### config.mk
export PLATFORM = sky130hd
export DESIGN_NAME = clock_ctrl_flat
export DESIGN_NICKNAME = d
export VERILOG_FILES = /design/src/rtl/clock_ctrl_if.sv /design/src/rtl/clock_ctrl.sv /design/src/flat_wrapper.sv
export SDC_FILE = /design/constraint.sdc
export NUM_CORES = 1
export LEC_CHECK = 0
export CAP_MARGIN = 20
export CORE_MARGIN = 2
export CORE_UTILIZATION = 50
export DETAILED_ROUTE_END_ITERATION = 10
export DONT_BUFFER_PORTS = 1
export MAX_ROUTING_LAYER = met4
export PLACE_DENSITY = 0.77
export SYNTH_ARGS = -nofsm -noshare
export SYNTH_HDL_FRONTEND = slang
export SYNTH_SLANG_ARGS = --single-unit
### constraint.sdc
create_clock -name clk -period 1.65 [get_ports clk]
set_clock_uncertainty 0.05 [all_clocks]
set_input_delay 0.2475 -clock clk [delete_from_list [all_inputs] [get_ports clk]]
set_output_delay 0.2475 -clock clk [all_outputs]
set_load 0.005 [all_outputs]
### src/rtl/clock_ctrl_if.sv
// clock_ctrl_if: button inputs and control outputs of the clock controller
interface clock_ctrl_if;
    logic btn_mode, btn_min, btn_hour;
    logic start, inc_min_auto, inc_min, inc_hour, blink;
    modport master (
        output btn_mode, btn_min, btn_hour,
        input  start, inc_min_auto, inc_min, inc_hour, blink
    );
    modport slave (
        input  btn_mode, btn_min, btn_hour,
        output start, inc_min_auto, inc_min, inc_hour, blink
    );
endinterface

### src/rtl/clock_ctrl.sv
// clock_ctrl: debounced mode/min/hour buttons driving a SET/RUN FSM with auto-repeat,
// a minute prescaler and a display-blink generator; every output comes straight from a flop
module clock_ctrl #(
    parameter int unsigned TICKS_PER_MIN = 60,
    parameter int unsigned DEBOUNCE_CYC  = 4,
    parameter int unsigned REPEAT_DELAY  = 20,
    parameter int unsigned REPEAT_RATE   = 5,
    parameter int unsigned BLINK_CYC     = 8
) (
    input logic         clk,
    input logic         rst,
    clock_ctrl_if.slave bus
);
    localparam int RW = $clog2(REPEAT_DELAY + 1);
    localparam int BW = $clog2(BLINK_CYC + 1);

    typedef enum logic {SET, RUN} state_e;

    state_e        state_q;
    logic          start_q, inc_min_q, inc_hour_q, auto_q, blink_q;
    logic [31:0]   presc_q;
    logic [BW-1:0] bcnt_q;
    logic [2:0]    raw, lvl_q, prev_q, rise;
    logic [15:0]   db_q [3];
    logic [RW-1:0] rep_q [2];
    logic [1:0]    rpt_q, fire;
    logic          mode_ev, run, wrap, bend;

    // bit 0 = mode, 1 = minute, 2 = hour
    assign raw  = {bus.btn_hour, bus.btn_min, bus.btn_mode};
    assign rise = lvl_q & ~prev_q;

    always_comb begin
        mode_ev = rise[0];
        run     = state_q == RUN;
        wrap    = presc_q == 32'(TICKS_PER_MIN - 1);
        bend    = bcnt_q == BW'(BLINK_CYC - 1);
        fire    = '0;
        for (int i = 0; i < 2; i++)
            fire[i] = lvl_q[i+1] && (rise[i+1] ||
                      rep_q[i] == (rpt_q[i] ? RW'(REPEAT_RATE - 1) : RW'(REPEAT_DELAY - 1)));
    end

    always_ff @(posedge clk) begin
        for (int i = 0; i < 3; i++) begin
            if (rst) begin
                db_q[i]   <= '0;
                lvl_q[i]  <= 1'b0;
                prev_q[i] <= 1'b0;
            end else begin
                prev_q[i] <= lvl_q[i];
                db_q[i]   <= (raw[i] == lvl_q[i] || db_q[i] == 16'(DEBOUNCE_CYC - 1)) ? '0 : db_q[i] + 16'd1;
                if (raw[i] != lvl_q[i] && db_q[i] == 16'(DEBOUNCE_CYC - 1))
                    lvl_q[i] <= raw[i];
            end
        end
    end

    // rpt_q selects the repeat period: initial delay after a press, then the rate
    always_ff @(posedge clk) begin
        for (int i = 0; i < 2; i++) begin
            if (rst || run || mode_ev || !lvl_q[i+1]) begin
                rep_q[i] <= '0;
                rpt_q[i] <= 1'b0;
            end else begin
                rep_q[i] <= fire[i] ? '0 : rep_q[i] + RW'(1);
                rpt_q[i] <= fire[i] ? !rise[i+1] : rpt_q[i];
            end
        end
    end

    always_ff @(posedge clk) begin
        if (rst) begin
            state_q    <= SET;
            start_q    <= 1'b0;
            inc_min_q  <= 1'b0;
            inc_hour_q <= 1'b0;
            auto_q     <= 1'b0;
            blink_q    <= 1'b1;
            presc_q    <= '0;
            bcnt_q     <= '0;
        end else begin
            state_q    <= (run ^ mode_ev) ? RUN : SET;
            start_q    <= run ^ mode_ev;
            inc_min_q  <= !run && !mode_ev && fire[0];
            inc_hour_q <= !run && !mode_ev && fire[1];
            auto_q     <= run && !mode_ev && wrap;
            presc_q    <= (run && !mode_ev && !wrap) ? presc_q + 32'd1 : '0;
            blink_q    <= run ? mode_ev : !mode_ev && (blink_q ^ bend);
            bcnt_q     <= (run || mode_ev || bend) ? '0 : bcnt_q + BW'(1);
        end
    end

    assign bus.start        = start_q;
    assign bus.inc_min      = inc_min_q;
    assign bus.inc_hour     = inc_hour_q;
    assign bus.inc_min_auto = auto_q;
    assign bus.blink        = blink_q;
endmodule

### src/flat_wrapper.sv
// flat-port wrapper written by rule: the top's interface ports become plain ports
module clock_ctrl_flat 
#(
    parameter int unsigned TICKS_PER_MIN = 60,
    parameter int unsigned DEBOUNCE_CYC  = 4,
    parameter int unsigned REPEAT_DELAY  = 20,
    parameter int unsigned REPEAT_RATE   = 5,
    parameter int unsigned BLINK_CYC     = 8
)
  (clk, rst, bus_btn_mode, bus_btn_min, bus_btn_hour, bus_start, bus_inc_min_auto, bus_inc_min, bus_inc_hour, bus_blink);
  clock_ctrl_if bus_i ();
  input logic clk;
  input logic rst;
  input wire logic [$bits(bus_i.btn_mode)-1:0] bus_btn_mode;
  input wire logic [$bits(bus_i.btn_min)-1:0] bus_btn_min;
  input wire logic [$bits(bus_i.btn_hour)-1:0] bus_btn_hour;
  output wire logic [$bits(bus_i.start)-1:0] bus_start;
  output wire logic [$bits(bus_i.inc_min_auto)-1:0] bus_inc_min_auto;
  output wire logic [$bits(bus_i.inc_min)-1:0] bus_inc_min;
  output wire logic [$bits(bus_i.inc_hour)-1:0] bus_inc_hour;
  output wire logic [$bits(bus_i.blink)-1:0] bus_blink;
  assign bus_i.btn_mode = bus_btn_mode;
  assign bus_i.btn_min = bus_btn_min;
  assign bus_i.btn_hour = bus_btn_hour;
  assign bus_start = bus_i.start;
  assign bus_inc_min_auto = bus_i.inc_min_auto;
  assign bus_inc_min = bus_i.inc_min;
  assign bus_inc_hour = bus_i.inc_hour;
  assign bus_blink = bus_i.blink;
  clock_ctrl #(.TICKS_PER_MIN(TICKS_PER_MIN), .DEBOUNCE_CYC(DEBOUNCE_CYC), .REPEAT_DELAY(REPEAT_DELAY), .REPEAT_RATE(REPEAT_RATE), .BLINK_CYC(BLINK_CYC)) u_core (.clk(clk), .rst(rst), .bus(bus_i));
endmodule
==> results.md, run 1 <==
* Status: complete, but fails checks
* Failing checks: setup timing
* Post-synth EDFFs at 0
* Layout area overhead at 22.5%
* RSZ-0062 raised after global routing: true
* Post-DP HPWL at between 6 and 7 mm
* Syn_nets at 548
* Minimum hold slack at around 15 ps
* IO buf count at 0
* Syn Area/Cell at ~9 um^2
* Core area at between 9000 and 10000 um^2
* Min Tclk post-route at ~1800 ps
* Synth Warn # at 0
* Cell Area, Placed at around 5300 um^2
* #FFs+latches synth at between 100 and 150
* Post-synthesis sequential area ratio at 44.8%
* Initial antenna violation count at 0
* Setup Crit Path Kind: register to register
* Final Util at 63.2%
* Site Rows at 35
* Final Wtd Congestion at 0.872
* Clock tree from TritonCTS: done
* Unique masters post-synth at 45
* Final-report hold violation count at 0
* Post-route ant nets at 0
* Vias per inst at around 5.7
* GRT Total Usage at roughly a fifth
* Synth Cell Area at between 4000 and 5000 um^2
* Fmax achieved at about 0.57 GHz
* Most frequent cells in the layout: 77 x dfxtp_1, 72 x nor2_1, 57 x buf_4
* Via count at ~4.2k
* First-pass GRT wire length at approximately 17 mm
* Die area at 10400 um^2
* Via count of the first global-routing pass at roughly 3.8k
* Final period util at 106%
* H-tree level count at 3
* Top_reg_cell synth: dfxtp_1
* Pwr dens at around 740 nW/um^2
* Die Y-Extent at between 100 and 150 um
* Worst-Margin Slew at between 400 and 500 ps
* Ant. Diodes at 0
* Synth async-reset ratio at 0%
* Leakage power at around 2 nW
* Initial DRC Count at between 200 and 300
* Fillers at between 700 and 800
* Deepest clock path buffer count at 2
* Nets at about 610
* Worst-path clk slew at 100 ps
* Slew HR at between 70% and 80%
* Commonest non-fill, non-tap cell in the layout: dfxtp_1
* Max Slew Vio Count at 0
* WP data arrival at just under 2000 ps
* Final WS setup at -102 ps
* Final wirelength at 10.5 mm
* Startpoint class of the critical path: register
* Largest net degree at the start of global routing at 16
* Peak supply drop at 0.586 mV
* # clock sinks at about 110
* IO Count at 10
* DRC viols at 0
* Reg area at 2190 um^2
* Data required, critical path at about 1800 ps
* Gr ovfl total at 0
* Critical Path End Type: register
* Cells after Synth at 534
* Worst Path Max Fanout at 12
* Final setup fails at 32
* Starting density of the core at a little over 50%
* Root Driver: clkbuf_8
* Die Wd at around 100 um
* Drt wl/cell at 14.5 um
* Design area at 5860 um^2
* Max-Cap Viols at 0
* Hold Crit Class: input pin to register
* Share of cells above drive strength 1 at approximately 25%
* CTS Buf Count at 9
* Clk_lat worst skew at between 300 and 400 ps
* Pre-Repair DR Iteration Count at 5
* Dpl ws at -77.9 ps
* Footprint of the multi-input gates at 2730 um^2
[layout make-up]
cell class,count,area share (%)
multi-input cells,400,46.5
flip-flops and latches,107,37.3
repair buffers,67,9.32
well taps,129,2.75
clock buffers,11,2.24
clock inverters,3,1.11
inverters,12,0.768
[per-layer routing]
| metal | routed length [um] | part of all wire, % | vias up | track usage [%] |
|---|---|---|---|---|
| met1 | 4800 | 46 | 1982 | 27.7 |
| li1 | - | - | 2059 | - |
| met3 | 524 | 5.0 | 24 | 4.24 |
| met5 | 0 | 0 | - | - |
| met4 | 232 | 2.2 | 0 | 6.46 |
| met2 | 4990 | 47 | 119 | 31.4 |
[critical path: stages (launching register included)]
cell     delay, ps
dfxtp_1        350
nor4_2         360
nand4_1        320
o21ai_4        310
buf_8          190
a21oi_1         50
[synth_stat cells, types with 2 or more instances]
master    instances  area [um^2]
nor4_1           16          100
o21ai_0          20          100
nor3_1            7         35.0
or3_1            19          119
nor4bb_1          6         60.1
o31ai_1          11         82.6
nor4b_1           3         26.3
and4_4            2         22.5
and3_1           12         75.1
or4_1            13         97.6
inv_1            12         45.0
a21oi_1          29          145
xnor2_1          23          201
dfxtp_1         107         2140
nand2b_1          2         12.5
and2_1            3         18.8
nand4_2           3         37.5
and4_1           10         87.6
mux2i_1           7         70.1
buf_2             8         40.0
nand2_2           2         12.5
ha_1              9          113
nand3_1          27          135
nand2_1          28          105
xor2_1           31          272
nor2_1           72          270
nor2b_1           7         43.8
nand4_1          25          156
clkbuf_1          4         15.0
[path summary, 6_finish.rpt]
path                           start                 end  slack, ps  cells after the start
hold reg to reg    u_core.db_q[2][0]   u_core.db_q[2][0]        390                      1
setup / recovery  u_core.presc_q[18]  u_core.presc_q[20]       -100                      5
setup reg to reg  u_core.presc_q[18]  u_core.presc_q[20]       -100                      5
hold / removal           bus_btn_min     u_core.lvl_q[1]         10                      2
[where the power goes]
group | switching [mW] | internal (mW) | leakage (nW) | total [mW]
Sequential | 0.0150 | 2.59 | 0.879 | 2.61
Clock | 0.818 | 0.839 | 0.0992 | 1.66
Combinational | 0.0466 | 0.0422 | 1.02 | 0.0889
[timing repair]
item | in CTS | in global routing
hold buffers | 5 | 0
pin swaps | 3 | 7
hold endpoints to repair | 8 | 0
gates resized for setup | 12 | 70
buffers inserted | 0 | 4
cloned | 0 | 1
setup endpoints to repair | 41 | 84
[metrics by stage]
stage | total power [mW] | cells | TNS, ps
6_report | 4.35 | 729 | -2410
5_1_grt | 4.48 | 729 | -3730
4_1_cts | 4.38 | 724 | 0
3_5_place_dp | 2.75 | 705 | -499
3_3_place_gp | 2.75 | 705 | -55.8
2_1_floorplan | 2.72 | 534 | 0
[sequential cells by signal (all words and copies together), names as in the netlist, 2 cells and up]
signal / cells
u_core.rep_q: 10
u_core.presc_q: 32
u_core.lvl_q: 3
u_core.bcnt_q: 4
u_core.db_q: 48
u_core.prev_q: 3
u_core.rpt_q: 2
[kinds of logic (layout without fill, tap and decap cells)]
logic type               after synthesis  after routing  synth area share [%]
AND/OR/NAND/NOR                      264            264                  31.2
multiplexers                           7              7                  1.46
flip-flops                           107            107                  44.8
AO/OA/AOI/OAI                         66             66                  7.79
adder cells (fa/ha/maj)                9              9                  2.35
XOR/XNOR                              54             54                  9.88
buffers and inverters                 27             93                  2.59
(Power assumes the default switching activity.)
==> inputs of run 2 (changes only) <==
--- a/config.mk
+++ b/config.mk
@@ -5,6 +5,7 @@
 export SDC_FILE = /design/constraint.sdc
 export NUM_CORES = 1
 export LEC_CHECK = 0
+export ABC_CLOCK_PERIOD_IN_PS = 1650
 export CAP_MARGIN = 20
 export CORE_MARGIN = 2
 export CORE_UTILIZATION = 50
==> results of run 2 <==
Same layout as run 1: the final DEF is identical, and so are final timing and power.
